**config.mk**
```make
export PLATFORM = sky130hd
export DESIGN_NAME = linescanner_frame_sequencer_flat
export DESIGN_NICKNAME = d
export VERILOG_FILES = /design/src/rtl/linescanner_pkg.sv /design/src/rtl/linescanner_frame_sequencer_if.sv /design/src/rtl/linescanner_line_timer.sv /design/src/rtl/linescanner_frame_sequencer.sv /design/src/flat_wrapper.sv
export SDC_FILE = /design/constraint.sdc
export NUM_CORES = 1
export LEC_CHECK = 0
export CAP_MARGIN = 20
export CELL_PAD_IN_SITES_DETAIL_PLACEMENT = 2
export CELL_PAD_IN_SITES_GLOBAL_PLACEMENT = 2
export CORE_ASPECT_RATIO = 0.7
export CORE_MARGIN = 2
export CORE_UTILIZATION = 37
export DETAILED_ROUTE_END_ITERATION = 10
export DONT_BUFFER_PORTS = 1
export HOLD_SLACK_MARGIN = 0.06
export PLACE_DENSITY = 0.84
export SYNTH_ARGS = -nofsm -noshare
export SYNTH_HDL_FRONTEND = slang
export SYNTH_SLANG_ARGS = --single-unit
```
**constraint.sdc**
```tcl
create_clock -name pixel_clock -period 5 [get_ports pixel_clock]
set_clock_uncertainty 0.2 [all_clocks]
set_input_delay 1 -clock pixel_clock [delete_from_list [all_inputs] [get_ports pixel_clock]]
set_output_delay 1 -clock pixel_clock [all_outputs]
set_load 0.01 [all_outputs]
```
**src/rtl/linescanner_pkg.sv**
```systemverilog
// Shared state encoding and default widths for the line-scan frame sequencer.
// The optional readout watchdog is enabled by LINESCANNER_LINE_TIMEOUT_EN.
package linescanner_pkg;

  localparam int unsigned LINE_CNT_W_DEF     = 12;
  localparam int unsigned PERIOD_W_DEF       = 16;
  localparam int unsigned PIX_CNT_W_DEF      = 12;
  localparam int unsigned TIMEOUT_CYCLES_DEF = 4096;

  typedef enum logic [1:0] {
    IDLE      = 2'd0,
    LINE_RUN  = 2'd1,
    LINE_END  = 2'd2,
    FRAME_END = 2'd3
  } state_e;

endpackage

```
**src/rtl/linescanner_frame_sequencer_if.sv**
```systemverilog
// Host configuration / capture-unit signal bundle for the frame sequencer.
// err_timeout exists only when LINESCANNER_LINE_TIMEOUT_EN is defined.
interface linescanner_frame_sequencer_if
  import linescanner_pkg::*;
#(
  parameter int unsigned LINE_CNT_W = LINE_CNT_W_DEF,
  parameter int unsigned PERIOD_W   = PERIOD_W_DEF,
  parameter int unsigned PIX_CNT_W  = PIX_CNT_W_DEF
) ();

  logic                  start;
  logic                  stop;
  logic [LINE_CNT_W-1:0] cfg_lines;
  logic [PERIOD_W-1:0]   cfg_line_period;
  logic [PIX_CNT_W-1:0]  cfg_pixels;
  logic                  pixel_captured;
  logic                  capture_enable;
  logic                  busy;
  logic                  line_start;
  logic                  line_done;
  logic                  frame_done;
  logic [LINE_CNT_W-1:0] line_index;
  logic [PIX_CNT_W-1:0]  pixel_count;
  logic                  err_overrun;
  logic                  err_pixcount;
  logic                  aborted;
`ifdef LINESCANNER_LINE_TIMEOUT_EN
  logic                  err_timeout;
`endif

  // Host and capture unit side
  modport master (
    output start, stop, cfg_lines, cfg_line_period, cfg_pixels, pixel_captured,
    input  capture_enable, busy, line_start, line_done, frame_done,
    input  line_index, pixel_count, err_overrun, err_pixcount, aborted
`ifdef LINESCANNER_LINE_TIMEOUT_EN
    , input err_timeout
`endif
  );

  // Sequencer side
  modport slave (
    input  start, stop, cfg_lines, cfg_line_period, cfg_pixels, pixel_captured,
    output capture_enable, busy, line_start, line_done, frame_done,
    output line_index, pixel_count, err_overrun, err_pixcount, aborted
`ifdef LINESCANNER_LINE_TIMEOUT_EN
    , output err_timeout
`endif
  );

endinterface

```
**src/rtl/linescanner_line_timer.sv**
```systemverilog
// Per-line period counter with elapsed flag; optional readout watchdog
// under LINESCANNER_LINE_TIMEOUT_EN.
module linescanner_line_timer
  import linescanner_pkg::*;
#(
  parameter int unsigned PERIOD_W = PERIOD_W_DEF
`ifdef LINESCANNER_LINE_TIMEOUT_EN
  , parameter int unsigned TIMEOUT_CYCLES = TIMEOUT_CYCLES_DEF
`endif
) (
  input  logic                pixel_clock,
  input  logic                n_reset,
  input  logic                run,
  input  logic [PERIOD_W-1:0] period,
  output logic                elapsed_c
`ifdef LINESCANNER_LINE_TIMEOUT_EN
  , output logic              timeout_c
`endif
);

  logic [PERIOD_W-1:0] period_eff_c;
  logic [PERIOD_W-1:0] period_cnt_q;

  // A programmed period of zero runs as a one-cycle period
  always_comb begin
    period_eff_c = period;
    if (period == '0) period_eff_c = PERIOD_W'(1);
  end

  assign elapsed_c = (period_cnt_q >= (period_eff_c - PERIOD_W'(1)));

  always_ff @(posedge pixel_clock or negedge n_reset) begin
    if (!n_reset) begin
      period_cnt_q <= '0;
    end else if (!run) begin
      period_cnt_q <= '0;
    end else if (period_cnt_q < period_eff_c) begin
      period_cnt_q <= period_cnt_q + PERIOD_W'(1);
    end
  end

`ifdef LINESCANNER_LINE_TIMEOUT_EN
  localparam int unsigned WD_W = $clog2(TIMEOUT_CYCLES + 1);
  localparam logic [WD_W-1:0] WD_LAST = WD_W'(TIMEOUT_CYCLES - 1);

  logic [WD_W-1:0] wd_cnt_q;

  assign timeout_c = run && elapsed_c && (wd_cnt_q >= WD_LAST);

  // Counts only the overtime part of the line, after the period has elapsed
  always_ff @(posedge pixel_clock or negedge n_reset) begin
    if (!n_reset) begin
      wd_cnt_q <= '0;
    end else if (!run) begin
      wd_cnt_q <= '0;
    end else if (elapsed_c && (wd_cnt_q < WD_LAST)) begin
      wd_cnt_q <= wd_cnt_q + WD_W'(1);
    end
  end
`endif

endmodule

```
**src/rtl/linescanner_frame_sequencer.sv**
```systemverilog
// Frame-level controller for the line-scan capture unit: gates capture, times
// lines, counts pixels/lines. Watchdog option: LINESCANNER_LINE_TIMEOUT_EN.
module linescanner_frame_sequencer
  import linescanner_pkg::*;
#(
  parameter int unsigned LINE_CNT_W = LINE_CNT_W_DEF,
  parameter int unsigned PERIOD_W   = PERIOD_W_DEF,
  parameter int unsigned PIX_CNT_W  = PIX_CNT_W_DEF
`ifdef LINESCANNER_LINE_TIMEOUT_EN
  , parameter int unsigned TIMEOUT_CYCLES = TIMEOUT_CYCLES_DEF
`endif
) (
  input  logic                          pixel_clock,
  input  logic                          n_reset,
  linescanner_frame_sequencer_if.slave  bus
);

  state_e state_q, state_d;

  logic [LINE_CNT_W-1:0] shadow_lines_q;
  logic [PERIOD_W-1:0]   shadow_period_q;
  logic [PIX_CNT_W-1:0]  shadow_pixels_q;
  logic [LINE_CNT_W-1:0] line_index_q;
  logic [PIX_CNT_W-1:0]  pixel_count_q;
  logic                  stop_pending_q;
  logic                  readout_seen_q;
  logic                  err_overrun_q, err_pixcount_q, aborted_q;

  logic capture_enable_q, busy_q, line_start_q, line_done_q, frame_done_q;
  logic capture_enable_d, busy_d, line_start_d, line_done_d, frame_done_d;

  logic run_c, elapsed_c, start_ok_c, line_end_c, last_line_c;

`ifdef LINESCANNER_LINE_TIMEOUT_EN
  logic timeout_c;
  logic err_timeout_q;
`endif

  assign run_c       = (state_q == LINE_RUN);
  assign start_ok_c  = bus.start && (bus.cfg_lines != '0);
  assign line_end_c  = elapsed_c && readout_seen_q && !bus.pixel_captured;
  assign last_line_c = (line_index_q == (shadow_lines_q - LINE_CNT_W'(1)));

  linescanner_line_timer #(
    .PERIOD_W       (PERIOD_W)
`ifdef LINESCANNER_LINE_TIMEOUT_EN
    , .TIMEOUT_CYCLES (TIMEOUT_CYCLES)
`endif
  ) u_line_timer (
    .pixel_clock (pixel_clock),
    .n_reset     (n_reset),
    .run         (run_c),
    .period      (shadow_period_q),
    .elapsed_c   (elapsed_c)
`ifdef LINESCANNER_LINE_TIMEOUT_EN
    , .timeout_c (timeout_c)
`endif
  );

  // State register
  always_ff @(posedge pixel_clock or negedge n_reset) begin
    if (!n_reset) state_q <= IDLE;
    else          state_q <= state_d;
  end

  // Next-state logic
  always_comb begin
    state_d = state_q;
    unique case (state_q)
      IDLE:      if (start_ok_c) state_d = LINE_RUN;
      LINE_RUN: begin
        if (line_end_c) state_d = LINE_END;
`ifdef LINESCANNER_LINE_TIMEOUT_EN
        else if (timeout_c) state_d = FRAME_END;
`endif
      end
      LINE_END:  state_d = (last_line_c || stop_pending_q) ? FRAME_END : LINE_RUN;
      FRAME_END: state_d = IDLE;
      default:   state_d = IDLE;
    endcase
  end

  // Output decode from the upcoming state, so registered outputs align with it
  always_comb begin
    capture_enable_d = (state_d == LINE_RUN) || (state_d == LINE_END);
    busy_d           = (state_d != IDLE);
    line_start_d     = (state_d == LINE_RUN) && (state_q != LINE_RUN);
    line_done_d      = (state_d == LINE_END);
    frame_done_d     = (state_d == FRAME_END);
`ifdef LINESCANNER_LINE_TIMEOUT_EN
    if ((state_q == LINE_RUN) && (state_d == FRAME_END)) line_done_d = 1'b1;
`endif
  end

  always_ff @(posedge pixel_clock or negedge n_reset) begin
    if (!n_reset) begin
      capture_enable_q <= 1'b0;
      busy_q           <= 1'b0;
      line_start_q     <= 1'b0;
      line_done_q      <= 1'b0;
      frame_done_q     <= 1'b0;
    end else begin
      capture_enable_q <= capture_enable_d;
      busy_q           <= busy_d;
      line_start_q     <= line_start_d;
      line_done_q      <= line_done_d;
      frame_done_q     <= frame_done_d;
    end
  end

  // Shadow config, counters and sticky status
  always_ff @(posedge pixel_clock or negedge n_reset) begin
    if (!n_reset) begin
      shadow_lines_q  <= '0;
      shadow_period_q <= '0;
      shadow_pixels_q <= '0;
      line_index_q    <= '0;
      pixel_count_q   <= '0;
      stop_pending_q  <= 1'b0;
      readout_seen_q  <= 1'b0;
      err_overrun_q   <= 1'b0;
      err_pixcount_q  <= 1'b0;
      aborted_q       <= 1'b0;
`ifdef LINESCANNER_LINE_TIMEOUT_EN
      err_timeout_q   <= 1'b0;
`endif
    end else begin
      unique case (state_q)
        IDLE: begin
          if (start_ok_c) begin
            shadow_lines_q  <= bus.cfg_lines;
            shadow_period_q <= bus.cfg_line_period;
            shadow_pixels_q <= bus.cfg_pixels;
            line_index_q    <= '0;
            pixel_count_q   <= '0;
            stop_pending_q  <= 1'b0;
            readout_seen_q  <= 1'b0;
            err_overrun_q   <= 1'b0;
            err_pixcount_q  <= 1'b0;
            aborted_q       <= 1'b0;
`ifdef LINESCANNER_LINE_TIMEOUT_EN
            err_timeout_q   <= 1'b0;
`endif
          end
        end
        LINE_RUN: begin
          if (bus.pixel_captured) begin
            readout_seen_q <= 1'b1;
            if (pixel_count_q != '1) pixel_count_q <= pixel_count_q + PIX_CNT_W'(1);
          end
          if (elapsed_c && !line_end_c) err_overrun_q <= 1'b1;
          if (bus.stop) stop_pending_q <= 1'b1;
`ifdef LINESCANNER_LINE_TIMEOUT_EN
          if (timeout_c && !line_end_c) err_timeout_q <= 1'b1;
`endif
        end
        LINE_END: begin
          if (bus.stop) stop_pending_q <= 1'b1;
          if (pixel_count_q != shadow_pixels_q) err_pixcount_q <= 1'b1;
          if (state_d == LINE_RUN) begin
            line_index_q   <= line_index_q + LINE_CNT_W'(1);
            pixel_count_q  <= '0;
            readout_seen_q <= 1'b0;
          end
        end
        FRAME_END: begin
          if (stop_pending_q) aborted_q <= 1'b1;
        end
        default: ;
      endcase
    end
  end

  assign bus.capture_enable = capture_enable_q;
  assign bus.busy           = busy_q;
  assign bus.line_start     = line_start_q;
  assign bus.line_done      = line_done_q;
  assign bus.frame_done     = frame_done_q;
  assign bus.line_index     = line_index_q;
  assign bus.pixel_count    = pixel_count_q;
  assign bus.err_overrun    = err_overrun_q;
  assign bus.err_pixcount   = err_pixcount_q;
  assign bus.aborted        = aborted_q;
`ifdef LINESCANNER_LINE_TIMEOUT_EN
  assign bus.err_timeout    = err_timeout_q;
`endif

endmodule
```
**src/flat_wrapper.sv**
```systemverilog
// flat-port wrapper written by rule: the top's interface ports become plain ports
module linescanner_frame_sequencer_flat import linescanner_pkg::*;
#(
  parameter int unsigned LINE_CNT_W = LINE_CNT_W_DEF,
  parameter int unsigned PERIOD_W   = PERIOD_W_DEF,
  parameter int unsigned PIX_CNT_W  = PIX_CNT_W_DEF

)
  (pixel_clock, n_reset, bus_start, bus_stop, bus_cfg_lines, bus_cfg_line_period, bus_cfg_pixels, bus_pixel_captured, bus_capture_enable, bus_busy, bus_line_start, bus_line_done, bus_frame_done, bus_line_index, bus_pixel_count, bus_err_overrun, bus_err_pixcount, bus_aborted);
  linescanner_frame_sequencer_if #(.LINE_CNT_W(LINE_CNT_W), .PERIOD_W(PERIOD_W), .PIX_CNT_W(PIX_CNT_W)) bus_i ();
  input  logic pixel_clock;
  input  logic n_reset;
  input wire logic [$bits(bus_i.start)-1:0] bus_start;
  input wire logic [$bits(bus_i.stop)-1:0] bus_stop;
  input wire logic [$bits(bus_i.cfg_lines)-1:0] bus_cfg_lines;
  input wire logic [$bits(bus_i.cfg_line_period)-1:0] bus_cfg_line_period;
  input wire logic [$bits(bus_i.cfg_pixels)-1:0] bus_cfg_pixels;
  input wire logic [$bits(bus_i.pixel_captured)-1:0] bus_pixel_captured;
  output wire logic [$bits(bus_i.capture_enable)-1:0] bus_capture_enable;
  output wire logic [$bits(bus_i.busy)-1:0] bus_busy;
  output wire logic [$bits(bus_i.line_start)-1:0] bus_line_start;
  output wire logic [$bits(bus_i.line_done)-1:0] bus_line_done;
  output wire logic [$bits(bus_i.frame_done)-1:0] bus_frame_done;
  output wire logic [$bits(bus_i.line_index)-1:0] bus_line_index;
  output wire logic [$bits(bus_i.pixel_count)-1:0] bus_pixel_count;
  output wire logic [$bits(bus_i.err_overrun)-1:0] bus_err_overrun;
  output wire logic [$bits(bus_i.err_pixcount)-1:0] bus_err_pixcount;
  output wire logic [$bits(bus_i.aborted)-1:0] bus_aborted;
  assign bus_i.start = bus_start;
  assign bus_i.stop = bus_stop;
  assign bus_i.cfg_lines = bus_cfg_lines;
  assign bus_i.cfg_line_period = bus_cfg_line_period;
  assign bus_i.cfg_pixels = bus_cfg_pixels;
  assign bus_i.pixel_captured = bus_pixel_captured;
  assign bus_capture_enable = bus_i.capture_enable;
  assign bus_busy = bus_i.busy;
  assign bus_line_start = bus_i.line_start;
  assign bus_line_done = bus_i.line_done;
  assign bus_frame_done = bus_i.frame_done;
  assign bus_line_index = bus_i.line_index;
  assign bus_pixel_count = bus_i.pixel_count;
  assign bus_err_overrun = bus_i.err_overrun;
  assign bus_err_pixcount = bus_i.err_pixcount;
  assign bus_aborted = bus_i.aborted;
  linescanner_frame_sequencer #(.LINE_CNT_W(LINE_CNT_W), .PERIOD_W(PERIOD_W), .PIX_CNT_W(PIX_CNT_W)) u_core (.pixel_clock(pixel_clock), .n_reset(n_reset), .bus(bus_i));
endmodule
```
==> results.ini <==
[status]
outcome = finished with violations
violations = negative setup slack

[pwr]
power_leakage_uw = 0.00304
share_comb_of_total_power_pct = 46.7
p_int_uw = 2180
power.density_cell_area_nw_per_um2 = 534
vdd_ir_drop_max_v = 0.000228
power_frac_seq_pct = 33.0
switching_fraction_of_total_power_pct = 40.9
power.net_switching_uw = 1510
power_frac_clock_pct = 20.2

[global_route]
total_routing_resource_utilization_after_global_routing_pct = 25.4
grt_first_pass_wirelength_um = 32400
grt_overflow_total = 0
first_global_vias = 5580
antenna_found_initial = 0
largest_net_degree_at_the_start_of_global_routing = 93

[logic_synthesis]
synth_enable_flop_cells = 0
postSynthNetCount = 668
ys_types = 54
synthDominantCellAreaShare_pct = 40.2
synth_top_flop_cell = dfrtp_1
synth.yosys.seq_area_share_pct = 40.2
synth.avg_cell_area_sq_um = 9.95
synth_warnings = 0
syn-instance-count = 576
async_sr_flop_fraction_pct = 100
synthTopCellsByArea = dfrtp_1 40%, ha_1 10%, mux2_2 8.1%
post_synth_instance_area_sq_um = 5730
synth_area_leader_cell = dfrtp_1
postSynthRegisterBits = 92

[cells_and_area]
drive_above_1_share_pct = 24.5
fin_nets = 724
n_antenna_cell = 0
fin_cells = 836
area_delta_synth_final_pct = 20.6
nFillCells = 1592
layout.cell_area.non_filler_sq_um = 6910

[route]
drtIter0Drc = 195
post-route-drc-count = 0
vias = 4940
detail_route.wirelength_um = 21900
detail_route.first_pass.iterations = 5
ant_nets = 0
vias_per_cell = 5.91
drt-wirelength-per-cell_um = 26.2

[min_path]
holdCritPathClass = input pin to async pin

[clock_tree]
insertion_delay_ps = 370
cts.sinks = 92
tritoncts.num_buffers = 9
holdBufCountCts = 0
cts_root_buf = clkbuf_16
htree_num_levels = 3
clock_tree_from_tritoncts = yes
cts.reportedPaths.clkPinSlew_ps = 80
clock_path_buffers = 2

[critical_path]
timing.rr.start = u_core.shadow_period_q[12]
critical_path_class = flip-flop to flip-flop
worst_ep_arrival_time_ps = 5480
critical-path-max-stage-delay_ps = 560
cpMaxStageDelayCell = or4_4
timing.critical_path.mode_cell = nand4_1
worstPathCellList = or4_4 -> and4b_2 -> a21o_1 -> inv_2 -> ha_4 -> nand4_1 -> nor2_2 -> xnor2_1 -> ha_1 -> buf_6 -> nand4_1 -> nor4_2 -> o21ai_1 -> nand4_1 -> a31oi_2 -> o32a_1 -> ha_2 -> nand2b_4 -> buf_6 -> o211ai_1 -> a211oi_2 -> buf_4 -> buf_4 -> mux2_4
worst_setup_path_start_kind = flip-flop
critical_path_peak_fanout = 7
data_required_time_at_the_worst_endpoint_ps = 5050
worst_setup_path_startpoint = u_core.shadow_period_q[12]
critical_path_endpoint_category = flip-flop

[timing]
final.setup.worst_slack_ps = -430
min_period_over_period_pct = 109
setup_viol_count_final = 22
timing.final.hold_violations = 0
rsz_0062_raised_after_global_routing = true
worst_pin_slew_ps = 1090
period_needed_ps = 5430
drv_slew = 0
final.setup.tns_ps = -7360
max_clock_freq_mhz = 184
worst_slew_margin_relative_to_its_limit_pct = 26.7

[place]
numPlacedInstances = 792
post_dp_cell_area_sq_um = 6170
port-buffer-count = 0
routabilityCongestion = 0.850
post-dp-hpwl_um = 13800

[floorplanning]
floorplan.core_area_sq_um = 15300
io_pins = 77
design.die.area_sq_um = 16500
chipWidth_um = 153
placement_rows = 38
initial_utilization_pct = 37.4
die-height_um = 108

[run]
cap_viol_max_count = 0

sequential cells by signal, indices dropped and copies added, names as in the netlist, 2 cells and up:
| name | count |
|---|---|
| u_core.state_q | 2 |
| u_core.shadow_period_q | 16 |
| u_core.bus.pixel_count | 12 |
| u_core.shadow_lines_q | 12 |
| u_core.u_line_timer.period_cnt_q | 16 |
| u_core.shadow_pixels_q | 12 |
| u_core.bus.line_index | 12 |
logic make-up (layout without fill, tap and decap cells):
group | count (synthesis) | count (layout) | synth area share, %
fa+ha+maj | 47 | 47 | 10.3
flops | 92 | 92 | 40.2
compound gates | 100 | 100 | 11.3
mux | 45 | 45 | 8.76
buf+inv | 52 | 111 | 3.63
xor+xnor | 61 | 61 | 9.33
simple gates | 179 | 180 | 16.5
final timing paths:
| kind | cells after the start | slack [ps] | end |
|---|---|---|---|
| max | 24 | -430 | u_core.bus.pixel_count[0] |
| min | 0 | 130 | u_core.bus.pixel_count[2] |
| max reg2reg | 24 | -430 | u_core.bus.pixel_count[0] |
| min reg2reg | 1 | 330 | u_core.shadow_lines_q[11] |
| max in group asynchronous | 0 | 4260 | u_core.shadow_period_q[13] |
| min in group pixel_clock | 1 | 330 | u_core.shadow_lines_q[11] |
layout make-up:
type	instances	area, sq um	share of cell area, %
multi-input cells	433	3440	49.8
clock inverters	5	67.6	0.978
inverters	33	124	1.79
repair buffers	63	485	7.03
well taps	200	250	3.62
clock buffers	10	239	3.46
flip-flops and latches	92	2300	33.3
critical path: cells and delay by family, from the launching register on:
| kind | cells | cell delay, ps |
|---|---|---|
| AOI/OAI and AO/OA | 6 | 1090 |
| adders and majority gates | 3 | 680 |
| xor gates and xnor gates | 1 | 140 |
| muxes | 1 | 280 |
| DFF | 1 | 380 |
| buffers and inverters | 5 | 650 |
| and+or+nand+nor | 8 | 1900 |
cell usage after synthesis (3+ instances only):
library cell and number:
o31ai_1 12, a31oi_1 4, xor2_1 26, or4_1 15, and4_1 3, inv_1 32
xnor2_1 35, a21oi_1 34, nand3_1 18, dfrtp_1 92, mux2_2 41, nor4_1 10
and3_1 9, nor3_1 10, o21a_1 3, buf_2 4, nor2b_1 5, nand2_1 33
clkbuf_1 14, nor2_1 41, mux2i_1 4, nand4_1 16, a21o_1 3, nand2b_1 4
o21ai_0 17, nor3b_1 3, or3_1 4, a211oi_1 7, ha_1 47
per-layer routing:
metal | global-route usage (%) | vias up | wire length [um]
li1 | - | 2192 | -
met1 | 33.3 | 2557 | 9600
met2 | 42.4 | 149 | 10800
met3 | 5.89 | 42 | 1080
met4 | 6.88 | 0 | 476
met5 | 0 | - | 0
cells in the final DEF (no fill, tap or decap), types with 4 or more instances in the layout:
cell type,count
dfrtp_1,92
buf_4,58
ha_1,45
mux2_2,40
nor2_1,38
xnor2_1,34
a21oi_1,33
nand2_1,32
inv_1,31
xor2_1,25
nand3_1,17
nand4_1,16
or4_1,14
o21ai_0,12
o31ai_1,12
and3_1,9
clkbuf_16,9
nor4_1,7
nor3_1,6
nor2b_1,5
o21ai_1,5
or3_1,4
mux2i_1,4
a211oi_2,4
buf_6,4
what timing repair did:
action	in CTS	in global routing
buffers inserted	19	9
gates resized for setup	22	26
pin swaps	24	17
endpoints found under the setup margin	22	25
gates cloned	0	1
through the flow:
step                power [uW]  setup slack, ps  hold WS [ps]  utilization [%]
floorplan                 2050             88.8           271                -
global placement          2450             -231           313             40.3
detailed placement        2600             -638           320             40.3
CTS                       3500             -187           123             43.9
global route              3890             -661           111             45.1
finish                    3690             -430           126             45.1
power groups by stage:
| stage | Sequential (uW) | Clock, uW | Combinational (uW) |
|---|---|---|---|
| 6_report | 1220 | 746 | 1720 |
| 5_1_grt | 1240 | 783 | 1870 |
| 4_1_cts | 1190 | 750 | 1560 |
| 3_5_place_dp | 1200 | 0 | 1400 |
| 3_3_place_gp | 1170 | 0 | 1280 |
| 2_1_floorplan | 1140 | 0 | 902 |
Note: power is estimated with default switching activity, not from simulation.
